--- config.mk ---
export PLATFORM = sky130hd
export DESIGN_NAME = secuenciador_alu
export DESIGN_NICKNAME = d
export VERILOG_FILES = /design/src/rtl/secuenciador_alu.sv
export SDC_FILE = /design/constraint.sdc
export NUM_CORES = 1
export LEC_CHECK = 0
export ABC_AREA = 1
export CORE_MARGIN = 2
export CORE_UTILIZATION = 40
export CTS_CLUSTER_DIAMETER = 100
export DETAILED_ROUTE_END_ITERATION = 12
export SYNTH_ARGS = -nofsm -noshare
export SYNTH_HDL_FRONTEND = slang
export SYNTH_SLANG_ARGS = --single-unit
--- constraint.sdc ---
create_clock -name clk -period 1.8 [get_ports clk]
set_input_delay 0.36 -clock clk [delete_from_list [all_inputs] [get_ports clk]]
set_output_delay 0.36 -clock clk [all_outputs]
set_load 0.005 [all_outputs]
--- src/rtl/secuenciador_alu.sv ---
// secuenciador_alu
// ----------------
// Sequencing controller for the 4-bit ALU operator. Holds a 4 x 4-bit
// register file, accepts 8-bit commands, issues operands to the ALU, holds
// them for ALU_LAT cycles, captures the ALU result, optionally writes it
// back and reports it on a one-cycle strobe.
//
// Ports
//   clk, rst            clock (rising edge), synchronous active-high reset
//   cmd_valid/ready     command handshake
//   cmd_instr[7:0]      [7:5] opcode, [4] writeback, [3:2] rA, [1:0] rB
//   ld_en/addr/data     register-file load port, usable in any state
//   alu_instr/a/b       operands driven to the ALU (held while it computes)
//   alu_result          ALU output (dato_mux)
//   res_valid/data/dest one-cycle result strobe, value, destination (rA)
//   err_op              one-cycle strobe for opcodes 6/7
//   busy                high whenever the controller is not IDLE
//
// Handshake: a command transfers on a rising edge where cmd_valid and
// cmd_ready are both high. The source holds cmd_valid and cmd_instr stable
// until that edge; cmd_valid while cmd_ready is low is ignored. cmd_ready is
// high in IDLE and in DONE, so a new command can overlap the writeback edge
// of the previous one and still reads the pre-write register values.
module secuenciador_alu #(
    parameter int ALU_LAT = 3
) (
    input  logic       clk,
    input  logic       rst,
    input  logic       cmd_valid,
    output logic       cmd_ready,
    input  logic [7:0] cmd_instr,
    input  logic       ld_en,
    input  logic [1:0] ld_addr,
    input  logic [3:0] ld_data,
    output logic [7:0] alu_instr,
    output logic [3:0] alu_a,
    output logic [3:0] alu_b,
    input  logic [3:0] alu_result,
    output logic       res_valid,
    output logic [3:0] res_data,
    output logic [1:0] res_dest,
    output logic       err_op,
    output logic       busy
);

    typedef enum logic [1:0] {
        IDLE = 2'd0,
        EXEC = 2'd1,
        DONE = 2'd2,
        ERR  = 2'd3
    } state_t;

    localparam logic [3:0] LAST_CNT = 4'(ALU_LAT - 1);

    state_t     state, state_n;
    logic [3:0] cnt, cnt_n;
    logic [3:0] rf [4];

    logic       cmd_ready_n;
    logic [7:0] alu_instr_n;
    logic [3:0] alu_a_n, alu_b_n;
    logic       res_valid_n;
    logic [3:0] res_data_n;
    logic [1:0] res_dest_n;
    logic       err_op_n;
    logic       busy_n;
    logic       accept;
    logic       wb_en;

    // Next-state and next-output logic. alu_instr doubles as the latched
    // instruction: its rA/writeback fields drive the DONE-cycle writeback.
    always_comb begin
        state_n     = state;
        cnt_n       = cnt;
        cmd_ready_n = cmd_ready;
        alu_instr_n = alu_instr;
        alu_a_n     = alu_a;
        alu_b_n     = alu_b;
        res_valid_n = 1'b0;
        res_data_n  = res_data;
        res_dest_n  = res_dest;
        err_op_n    = 1'b0;
        wb_en       = 1'b0;
        accept      = cmd_valid && cmd_ready;

        case (state)
            IDLE: begin
                cmd_ready_n = 1'b1;
            end
            EXEC: begin
                cnt_n = cnt + 4'd1;
                if (cnt == LAST_CNT) begin
                    state_n     = DONE;
                    cmd_ready_n = 1'b1;
                end
            end
            DONE: begin
                res_valid_n = 1'b1;
                res_data_n  = alu_result;
                res_dest_n  = alu_instr[3:2];
                wb_en       = alu_instr[4];
                state_n     = IDLE;
                cmd_ready_n = 1'b1;
            end
            ERR: begin
                state_n     = IDLE;
                cmd_ready_n = 1'b1;
            end
            default: begin
                state_n     = IDLE;
                cmd_ready_n = 1'b1;
            end
        endcase

        // Operands come straight from the register array, i.e. the values
        // before any writeback or load landing on this same edge.
        if (accept) begin
            cmd_ready_n = 1'b0;
            if (cmd_instr[7:5] <= 3'd5) begin
                alu_instr_n = cmd_instr;
                alu_a_n     = rf[cmd_instr[3:2]];
                alu_b_n     = rf[cmd_instr[1:0]];
                cnt_n       = 4'd0;
                state_n     = EXEC;
            end else begin
                // Opcodes 6/7 have no ALU result path: flag and drop.
                err_op_n = 1'b1;
                state_n  = ERR;
            end
        end

        busy_n = (state_n != IDLE);
    end

    always_ff @(posedge clk) begin
        if (rst) begin
            state     <= IDLE;
            cnt       <= 4'd0;
            cmd_ready <= 1'b1;
            alu_instr <= 8'h00;
            alu_a     <= 4'd0;
            alu_b     <= 4'd0;
            res_valid <= 1'b0;
            res_data  <= 4'd0;
            res_dest  <= 2'd0;
            err_op    <= 1'b0;
            busy      <= 1'b0;
            for (int i = 0; i < 4; i++) begin
                rf[i] <= 4'd0;
            end
        end else begin
            state     <= state_n;
            cnt       <= cnt_n;
            cmd_ready <= cmd_ready_n;
            alu_instr <= alu_instr_n;
            alu_a     <= alu_a_n;
            alu_b     <= alu_b_n;
            res_valid <= res_valid_n;
            res_data  <= res_data_n;
            res_dest  <= res_dest_n;
            err_op    <= err_op_n;
            busy      <= busy_n;
            if (ld_en) begin
                rf[ld_addr] <= ld_data;
            end
            // Listed after the load so a writeback to the same address wins.
            if (wb_en) begin
                rf[alu_instr[3:2]] <= alu_result;
            end
        end
    end

endmodule
Word-level counts from Yosys, hierarchy flattened
Memory sizes are Yosys's and may differ from the RTL's. A register that Yosys moved wholly into a read port is not among the register bits.
Index checks and enable logic that the tools add are counted.
- $add $sub $neg: 1
- order comparisons: 1
- equality and inequality tests: 5
- mux-type cells: 27
- bitwise operators: 1
- reductions and logical operators: 9
- operator list (operator ; count):
    two-way mux 4 bit ; 5
    two-way mux 1 bit ; 15
    two-way mux 2 bit ; 5
    OR reduction 4 bit ; 2
    adder 4 x 1 -> 4 bit (second input constant) ; 1
    == test 2 bit (second input constant) ; 2
    == test 4 x 2 -> 1 bit (second input constant) ; 1
    case mux 2 bit (2 select lines) ; 1
    OR reduction 2 bit ; 2
    <= comparator 3 bit (second input constant) ; 1
    inequality test 3 bit (second input constant) ; 1
    OR reduction 3 bit ; 1
    == test 2 x 1 -> 1 bit (second input constant) ; 1
    logical NOT 2 bit ; 1
    case mux 1 bit (2 select lines) ; 1
    AND reduction 2 bit ; 1
    nonzero test 2 bit ; 1
    logical AND 1 bit ; 1
    NOT 1 bit ; 1
- flip-flop bits (word level): 24
- memory bits (writable): 16
- input port bits: 22
- output and inout bits: 26
- logic and storage cells: 54
- memories: 1
- memories (memory ; words ; bits a word ; read ports ; clocked after memory_dff ; wr ports ; line ; RTL):
    rf ; 4 ; 4 ; 2 ; 2 ; 4 ; 57 ; logic [3:0] rf [4];

Logic depth before layout (Yosys ltp)
Gate-level depths: netlist of run 1.
- word-level depth: 7
- depth in mapped cells: 7
- gate-level depth less buffers: 7

Worst setup path before layout of run 1
OpenSTA, ideal clock, no wires.
- path kind: register to register
- from: reg state[0]
- to: mem rf[0][0], enable pin
- setup time: 312 ps
- data arrival time: 930 ps
- data required time: 1488 ps
- setup slack: 557 ps
- cell stages (with the launch flop): 7
- path buffers: 1
- period minus slack after synthesis: 1243 ps
- cell sequence: dfxtp_1 -> inv_2 -> nand3_2 -> nor2_4 -> buf_6 -> nand2_4 -> nand3_1
- RTL lines (element ; line ; RTL):
    start, declared ; 55 ; state_t state, state_n;
    start signal, assigned ; 152 ; state <= state_n;
    end, declared ; 57 ;

Worst setup path in the final report of run 1
- from: reg alu_instr[2]
- to: out alu_instr[2]
- RTL lines (element ; line ; RTL):
    start, declared ; 35 ; output logic [7:0] alu_instr,
    start signal, assigned ; 155 ; alu_instr <= alu_instr_n;
No word-level cell between the ends.

==> metrics.yaml, run 1 <==
outcome:
  status: "finished clean"
yosys:
  synth-seq-cells: 48
  ys_warn_count: 0
  synth_top_area_cell: "dfxtp_1"
  syn_inst: 348
  synth_edf_count: 16
  yosysUniqueCellTypes: 24
  avgSynthCellArea_sq_um: 7.22
  synth_top_area_share: 0.255
  yosys-top-cells-area: "dfxtp_1, edfxtp_1, nand2_1"
  netlist_area_sq_um: 2510
  yosys-top-cells-count: "nand2_1, inv_1, nand3_1, nor2_1, dfxtp_1"
  synth_most_common_cell: "nand2_1"
  syn_nets: 372
  synthFlopType: "dfxtp_1"
  seq_area_frac_synth: 0.446
  async_flop_share: 0
detailed_routing:
  ant_nets: 0
  drt_wl_total_um: 5820
  num_vias: 2267
  drt_iter0_markers: 72
  drt_pass1_iterations: 4
  viasPerCell: 4.72
  drc: 0
  avgRoutedWirePerCell_um: 12.1
global_routing:
  grt_usage: 0.177
  grt_antenna_before_repair: 0
  grt_pass1_vias: 2235
  grt_pass1_wl_um: 10200
  grt-ovfl-total: 0
  grt_max_degree: 21
setup_path:
  endpoint: "alu_instr[2]"
  crit_path_start_kind: "flip-flop"
  crit_chain: "clkdlybuf4s50_1"
  path_max_fanout: 6
  slowest_stage: "clkdlybuf4s50_1"
  critPathTopFamily: "buffers and inverters"
  critPathCaptureType: "output port"
  path_buf_inv: 1
  r2r_end: "rf[1][1]"
  cp.depth: 1
  cp-startpoint: "alu_instr[2]"
  regToRegStartpoint: "alu_instr[2]"
  path_class: "flip-flop to output port"
  reg2reg_setup_slack_ns: 0.38
  worstPathArrival_ns: 1.37
  reg2reg_depth: 4
  max_stage_delay_ns: 0.57
  required_ns: 1.44
sta:
  slew_headroom: 0.735
  timing.fmax_ghz: 0.580
  fin_setup_tns_ns: 0
  fin_hold_ws_ns: 0.476
  worst_slew_pin_slew_ns: 0.396
  rsz0062_at_grt: "false"
  fin_ws_ns: 0.0747
  fin_skew_ns: 0.0122
  finalCriticalPeriod_ns: 1.73
  slew_violations: 0
  hold_viol: 0
  finalCritPeriodShare: 0.958
  setup_viol: 0
place:
  post-place-ws_ns: -0.0351
  port_buffers: 47
  hpwl_um: 4550
  gp_congestion: 0.898
power:
  p_seq_frac: 0.542
  comb_power_share: 0.185
  ir_worst_vdd_v: 0.000368
  p_sw_mw: 0.609
  p_total_mw: 2.26
  internal_power_mw: 1.65
  power_frac_clock: 0.273
  p_leak_nw: 1.53
  switching_share: 0.270
  power.density_nw_per_um2: 708
clock_tree:
  cts-root-buf: "clkbuf_8"
  clock-sinks: 48
  cts_buffer_depth: 2
  cts_tree: "done"
  numCtsBuffers: 5
  insertion_delay_ns: 0.30
  post_cts_buffers: 0
  clkTransAtPathRegs_ns: 0.09
  htree_levels: 2
floorplanning:
  die_h_um: 83.2
  core_area_sq_um: 5990
  die_width_um: 83.2
  io_pins: 48
  std_cell_rows: 28
  dieArea_sq_um: 6930
  initial_core_util: 0.419
finish:
  layout-drive-gt1-share: 0.0963
  diodes: 0
  nets: 428
  synthToLayoutAreaGrowth_pct: 27.0
job:
  drv_cap: 0
worst_hold_path:
  hold_path_class: "flip-flop to flip-flop"
## cells in the final DEF, fill, tap and decap left out, types with 2 or more instances in the layout
cell type	count
nand2_1	90
ha_1	2
a21oi_1	8
o21ai_0	14
a21oi_2	5
nor2_2	4
nand3_1	48
edfxtp_1	16
nor2_4	2
nand2_4	4
buf_4	10
dfxtp_1	31
nor2_1	48
nand3_2	3
clkbuf_8	5
inv_1	56
clkdlybuf4s50_1	47
## power groups by stage
stage	registers, mW	clock network (mW)	logic, mW
2_1_floorplan	1.25	0	0.222
3_3_place_gp	1.25	0	0.416
3_5_place_dp	1.25	0	0.420
4_1_cts	1.23	0.642	0.422
5_1_grt	1.24	0.685	0.473
6_report	1.23	0.616	0.418
## registers in the layout, summed over array words and instances, names as in the netlist
signal / cells
alu_a: 4
alu_b: 4
alu_instr: 8
busy: 1
cmd_ready: 1
cnt: 4
err_op: 1
res_data: 4
res_dest: 2
res_valid: 1
rf: 16
state: 2
## kinds of logic (layout without fill, tap and decap cells)
logic type / count (synthesis) / count (layout) / synth area share
AND/OR/NAND/NOR: 201 / 201 / 0.360
buffers and inverters: 67 / 124 / 0.114
flip-flops: 48 / 48 / 0.446
AO/OA/AOI/OAI: 29 / 29 / 0.0658
adder cells (fa/ha/maj): 2 / 2 / 0.00996
XOR/XNOR: 1 / 1 / 0.00349
## timing repair
action                                  CTS  global route
hold buffers                              0             0
gates resized for setup                   0             1
endpoints found under the setup margin    0             1
## how the worst min path moves through the flow
| stage | cells past startpoint | startpoint | slack [ns] | endpoint |
|---|---|---|---|---|
| after floorplan | 2 | alu_instr[6] | 0.46 | alu_instr[6] |
| after global placement | 2 | alu_instr[7] | 0.46 | alu_instr[7] |
| after global routing | 2 | alu_instr[7] | 0.51 | alu_instr[7] |
| final | 2 | alu_instr[7] | 0.48 | alu_instr[7] |
| after detailed placement | 2 | alu_instr[7] | 0.46 | alu_instr[7] |
| after CTS | 2 | alu_instr[7] | 0.48 | alu_instr[7] |
## stage by stage
| step | std cells | utilization | cell area [sq um] |
|---|---|---|---|
| 2_1_floorplan | 348 | - | 2510 |
| 3_3_place_gp | 472 | 0.518 | 3100 |
| 3_5_place_dp | 472 | 0.518 | 3100 |
| 4_1_cts | 480 | 0.532 | 3190 |
| 5_1_grt | 480 | 0.532 | 3190 |
| 6_report | 480 | 0.532 | 3190 |
## layer usage
layer  vias up  global-route usage  routed length [um]
met5         -                   0                   0
met3        10              0.0358                 278
li1       1193                   -                   -
met4         0              0.0581                 118
met1      1000               0.219                2620
met2        64               0.307                2800
## cell type report
cell class              count  area (sq um)
clock buffers               6          72.6
repair buffers             58           566
multi-input cells         233          1100
well taps                  75          93.8
clock inverters             2          11.3
flip-flops and latches     48          1120
fillers                   611          2800
inverters                  58           220
Note: power is estimated with default switching activity, not from simulation.
==> inputs of run 2 (changes only) <==
--- a/config.mk
+++ b/config.mk
@@ -10,6 +10,7 @@
 export CORE_UTILIZATION = 40
 export CTS_CLUSTER_DIAMETER = 100
 export DETAILED_ROUTE_END_ITERATION = 12
+export GPL_ROUTABILITY_DRIVEN = 0
 export SYNTH_ARGS = -nofsm -noshare
 export SYNTH_HDL_FRONTEND = slang
 export SYNTH_SLANG_ARGS = --single-unit
==> metrics.yaml, run 2 (synthesis results as in run 1) <==
global_routing:
  grt_antenna_before_repair: 0  # unchanged
  grt_pass1_wl_um: 10300  # was 10200 um
  grt_pass1_vias: 2159  # was 2235
  grt_max_degree: 21  # unchanged
  grt-ovfl-total: 0  # unchanged
  grt_usage: 0.182  # was 0.177
finish:
  final_common_cell: "nand2_1"  # unchanged
  stdcell_count: 479  # was 480
  fin_util: 0.534  # was 0.532
  diodes: 0  # unchanged
  layout-drive-gt1-share: 0.0990  # was 0.0963
  largest_reg_flops: 16  # unchanged
  fin_area_sq_um: 3200  # was 3190 sq um
  reg.largest.list: "rf (16), alu_instr (8)"  # unchanged
  final_cell_mix: "nand2_1, inv_1, nand3_1, nor2_1, clkdlybuf4s50_1"  # unchanged
  synthToLayoutAreaGrowth_pct: 27.5  # was 27.0%
  regMostFlops: "rf"  # unchanged
  nets: 427  # was 428
sta:
  fin_skew_ns: 0.00599  # was 0.0122 ns
  worst_slew_pin_slew_ns: 0.397  # was 0.396 ns
  timing.fmax_ghz: 0.605  # was 0.580 GHz
  rsz0062_at_grt: "false"  # unchanged
  hold_viol: 0  # unchanged
  fin_hold_ws_ns: 0.478  # was 0.476 ns
  slew_headroom: 0.735  # about the same
  setup_viol: 0  # unchanged
  slew_violations: 0  # unchanged
  fin_ws_ns: 0.146  # was 0.0747 ns
  finalCriticalPeriod_ns: 1.65  # was 1.73 ns
  finalCritPeriodShare: 0.919  # was 0.958
floorplanning:
  die_h_um: 83.2  # unchanged
  dieArea_sq_um: 6930  # unchanged
  die_width_um: 83.2  # unchanged
  initial_core_util: 0.419  # unchanged
  core_area_sq_um: 5990  # unchanged
  std_cell_rows: 28  # unchanged
  io_pins: 48  # unchanged
detailed_routing:
  avgRoutedWirePerCell_um: 12.4  # was 12.1 um
  ant_nets: 0  # unchanged
  highest_layer: "met4"  # unchanged
  drt_iter0_markers: 146  # was 72
  wl_met3_um: 315  # was 278 um
  routed-wl-met2_um: 2920  # was 2800 um
  drt_pass1_iterations: 4  # unchanged
  drc: 0  # unchanged
  met1_length_um: 2630  # was 2620 um
  drt_wl_total_um: 5930  # was 5820 um
  viasPerCell: 4.72  # about the same
  num_vias: 2261  # was 2267
clock_tree:
  numCtsBuffers: 5  # unchanged
  htree_levels: 2  # unchanged
  clock-sinks: 48  # unchanged
  postCtsHoldBufs: 0  # unchanged
  cts_buffer_depth: 2  # unchanged
  cts-root-buf: "clkbuf_8"  # unchanged
  cts_tree: "done"  # unchanged
  clkTransAtPathRegs_ns: 0.09  # about the same
  insertion_delay_ns: 0.31  # was 0.30 ns
place:
  dp_cells: 471  # was 472
  post-place-ws_ns: -0.0831  # was -0.0351 ns
  port_buffers: 47  # unchanged
  dpl_cell_area_sq_um: 3100  # about the same
  hpwl_um: 4490  # was 4550 um
setup_path:
  path_buf_inv: 1  # unchanged
  required_ns: 1.44  # about the same
  path_class: "flip-flop to output port"  # unchanged
  max_stage_delay_ns: 0.54  # was 0.57 ns
  crit_chain: "clkdlybuf4s50_1"  # unchanged
  slowest_stage: "clkdlybuf4s50_1"  # unchanged
  critPathTopFamily: "buffers and inverters"  # unchanged
  crit_path_start_kind: "flip-flop"  # unchanged
  worstPathArrival_ns: 1.29  # was 1.37 ns
  path_max_fanout: 5  # was 6
  critPathCaptureType: "output port"  # unchanged
power:
  p_leak_nw: 1.54  # was 1.53 nW
  power.density_nw_per_um2: 742  # was 708 nW/um^2
  ir_worst_vdd_v: 0.000482  # was 0.000368 V
outcome:
  status: "finished clean"  # unchanged
job:
  drv_cap: 0  # unchanged
worst_hold_path:
  hold_path_class: "flip-flop to flip-flop"  # unchanged
[run 2: cell types whose count changed in the layout (fill, tap and decap cells not counted), sizes merged]
cell and delta:
clkinvlp -1, clkbuf +1, buf -1
[run 2: report_power, final]
| group | switching (mW) | internal, mW | total (mW) |
|---|---|---|---|
| combinational | 0.224 | 0.196 | 0.420 |
| sequential | 0.0400 | 1.19 | 1.23 |
| clock | 0.371 | 0.357 | 0.728 |
[run 2: per-stage QoR]
step | TNS (ns) | power, mW
6_report | 0 | 2.37
5_1_grt | 0 | 2.50
4_1_cts | 0 | 2.40
3_5_place_dp | -1.21 | 1.67
3_3_place_gp | -0.859 | 1.67
2_1_floorplan | 0 | 1.47
[run 2: per-layer routing]
layer  track usage  up-vias
li1              -     1191
met1         0.231     1016
met2         0.312       48
met3        0.0447        6
met4        0.0402        0
met5             0        -
[run 2: path summary, 6_finish.rpt]
| kind | from | to | slack, ns | cells past startpoint |
|---|---|---|---|---|
| min reg2reg | alu_instr[7] | alu_instr[7] | 0.48 | 2 |
| max | cmd_ready | cmd_ready | 0.15 | 1 |
| min | alu_instr[7] | alu_instr[7] | 0.48 | 2 |
| max reg2reg | state[0] | rf[3][0] | 0.40 | 6 |
[run 2: layout make-up]
class / instances / area (sq um)
fill: 593 / 2790
sequential: 48 / 1120
multi-input combinational: 233 / 1100
timing repair buffer: 57 / 558
inverter: 58 / 220
clock buffer: 7 / 97.6
tap: 75 / 93.8
clock inverter: 1 / 5.00
[run 2: timing repair]
item	CTS	global route
buffers inserted	0	0
endpoints found under the setup margin	0	2
resized for setup	0	2
hold endpoints to repair	0	0
==> inputs of run 3 (changes only) <==
--- a/config.mk
+++ b/config.mk
@@ -6,11 +6,13 @@
 export NUM_CORES = 1
 export LEC_CHECK = 0
 export ABC_AREA = 1
+export CORE_ASPECT_RATIO = 1.4
 export CORE_MARGIN = 2
 export CORE_UTILIZATION = 40
 export CTS_CLUSTER_DIAMETER = 100
 export DETAILED_ROUTE_END_ITERATION = 12
 export GPL_ROUTABILITY_DRIVEN = 0
+export SETUP_SLACK_MARGIN = 0.15
 export SYNTH_ARGS = -nofsm -noshare
 export SYNTH_HDL_FRONTEND = slang
 export SYNTH_SLANG_ARGS = --single-unit
==> metrics.yaml, run 3 (synthesis results as in run 1) <==
setup_path:
  worstPathArrival_ns: 1.24  # was 1.29 ns
  crit_path_start_kind: "flip-flop"  # unchanged
  reg2reg_depth: 5  # was 6
  slowest_stage: "clkdlybuf4s50_1"  # unchanged
  path_max_fanout: 6  # was 5
  critPathCaptureType: "output port"  # unchanged
  required_ns: 1.44  # about the same
  crit_chain: "clkdlybuf4s50_1"  # unchanged
  critPathTopFamily: "buffers and inverters"  # unchanged
  cp.depth: 1  # unchanged
  path_class: "flip-flop to output port"  # unchanged
  max_stage_delay_ns: 0.53  # was 0.54 ns
  reg2reg_setup_slack_ns: 0.39  # was 0.40 ns
  path_buf_inv: 1  # unchanged
global_routing:
  grt_usage: 0.172  # was 0.182
  grt-ovfl-total: 0  # unchanged
  grt_pass1_wl_um: 9500  # was 10300 um
  grt_pass1_vias: 2135  # was 2159
  grt_antenna_before_repair: 0  # unchanged
  grt_max_degree: 17  # was 21
sta:
  timing.fmax_ghz: 0.624  # was 0.605 GHz
  rsz0062_at_grt: "false"  # unchanged
  worst_slew_pin_slew_ns: 0.411  # was 0.397 ns
  finalCritPeriodShare: 0.891  # was 0.919
  fin_skew_ns: 0.00651  # was 0.00599 ns
  slew_violations: 0  # unchanged
  slew_headroom: 0.725  # was 0.735
  finalCriticalPeriod_ns: 1.60  # was 1.65 ns
  fin_hold_ws_ns: 0.481  # was 0.478 ns
  setup_viol: 0  # unchanged
  hold_viol: 0  # unchanged
clock_tree:
  cts_tree: "done"  # unchanged
  cts_buffer_depth: 2  # unchanged
  htree_levels: 2  # unchanged
  clock-sinks: 48  # unchanged
  clkTransAtPathRegs_ns: 0.09  # about the same
  cts-root-buf: "clkbuf_8"  # unchanged
  insertion_delay_ns: 0.29  # was 0.31 ns
  postCtsHoldBufs: 0  # unchanged
  numCtsBuffers: 5  # unchanged
power:
  ir_worst_vdd_v: 0.000344  # was 0.000482 V
  p_leak_nw: 1.54  # about the same
  power.density_nw_per_um2: 710  # was 742 nW/um^2
  p_total_mw: 2.26  # was 2.37 mW
detailed_routing:
  num_vias: 2212  # was 2261
  viasPerCell: 4.63  # was 4.72
  avgRoutedWirePerCell_um: 11.5  # was 12.4 um
  drt_iter0_markers: 91  # was 146
  drt_pass1_iterations: 4  # unchanged
  ant_nets: 0  # unchanged
  drc: 0  # unchanged
  drt_wl_total_um: 5510  # was 5930 um
finish:
  ff_latch_area_sq_um: 1130  # was 1120 sq um
  diodes: 0  # unchanged
  layout-drive-gt1-share: 0.103  # was 0.0990
  reg.largest.list: "rf (16), alu_instr (8)"  # unchanged
  final_cell_mix: "nand2_1, inv_1, nand3_1, nor2_1, clkdlybuf4s50_1"  # unchanged
  multi_input_area_sq_um: 1100  # unchanged
  regMostFlops: "rf"  # unchanged
  synthToLayoutAreaGrowth_pct: 26.8  # was 27.5%
  final_common_cell: "nand2_1"  # unchanged
  largest_reg_flops: 16  # unchanged
  nFillCells: 654  # was 593
  nets: 429  # was 427
  fin_util: 0.520  # was 0.534
floorplanning:
  io_pins: 48  # unchanged
  die_h_um: 97.8  # was 83.2 um
  std_cell_rows: 34  # was 28
  die_width_um: 71.0  # was 83.2 um
  core_area_sq_um: 6130  # was 5990 sq um
  initial_core_util: 0.410  # was 0.419
  dieArea_sq_um: 6940  # was 6930 sq um
place:
  hpwl_um: 4370  # was 4490 um
  port_buffers: 47  # unchanged
outcome:
  status: "finished clean"  # unchanged
worst_hold_path:
  whs_path_depth: 2  # unchanged
  hold_path_class: "flip-flop to flip-flop"  # unchanged
job:
  drv_cap: 0  # unchanged
## run 3: cell types whose count changed in the layout (fill, tap and decap cells not counted)
| cell | previous run | this run |
|---|---|---|
| buf_4 | 9 | 12 |
| clkbuf_16 | 1 | 0 |
| dfxtp_4 | 0 | 1 |
| dfxtp_1 | 30 | 29 |
| buf_12 | 1 | 0 |
| clkbuf_1 | 1 | 2 |
## run 3: metrics by stage
stage	std cells	area [sq um]	setup TNS, ns	setup slack [ns]
2_1_floorplan	348	2510	0	0.557
3_3_place_gp	470	3100	-0.819	-0.0599
3_5_place_dp	470	3100	-1.31	-0.0825
4_1_cts	478	3180	0	0.157
5_1_grt	478	3180	0	0.156
6_report	478	3180	0	0.196
## run 3: layer usage
metal	share of wire	vias up	GRT usage
li1	-	1195	-
met4	0.026	0	0.0842
met3	0.037	10	0.0361
met1	0.42	956	0.196
met5	0	-	0
met2	0.52	51	0.301
## run 3: layout make-up
class                           instances  share of cell area
Inverter                               58              0.0692
Sequential cell                        48               0.354
Clock inverter                          1             0.00157
Clock buffer                            7              0.0240
Tap cell                               72              0.0283
Timing Repair Buffer                   59               0.176
Multi-Input combinational cell        233               0.347
## run 3: final timing paths
kind	start	end
max reg2reg	state[0]	rf[0][0]
min	alu_instr[6]	alu_instr[6]
max	alu_instr[2]	alu_instr[2]
min reg2reg	alu_instr[6]	alu_instr[6]
## run 3: what timing repair did
item                       4_1_cts  5_1_grt
setup buffers                    0        0
resized for setup                2        2
setup endpoints to repair        2        2
## run 3: report_power, final
group | total (mW) | leakage, nW | switching, mW | internal [mW]
Sequential | 1.22 | 0.430 | 0.0391 | 1.19
Clock | 0.622 | 0.0422 | 0.348 | 0.274
Combinational | 0.413 | 1.07 | 0.219 | 0.194
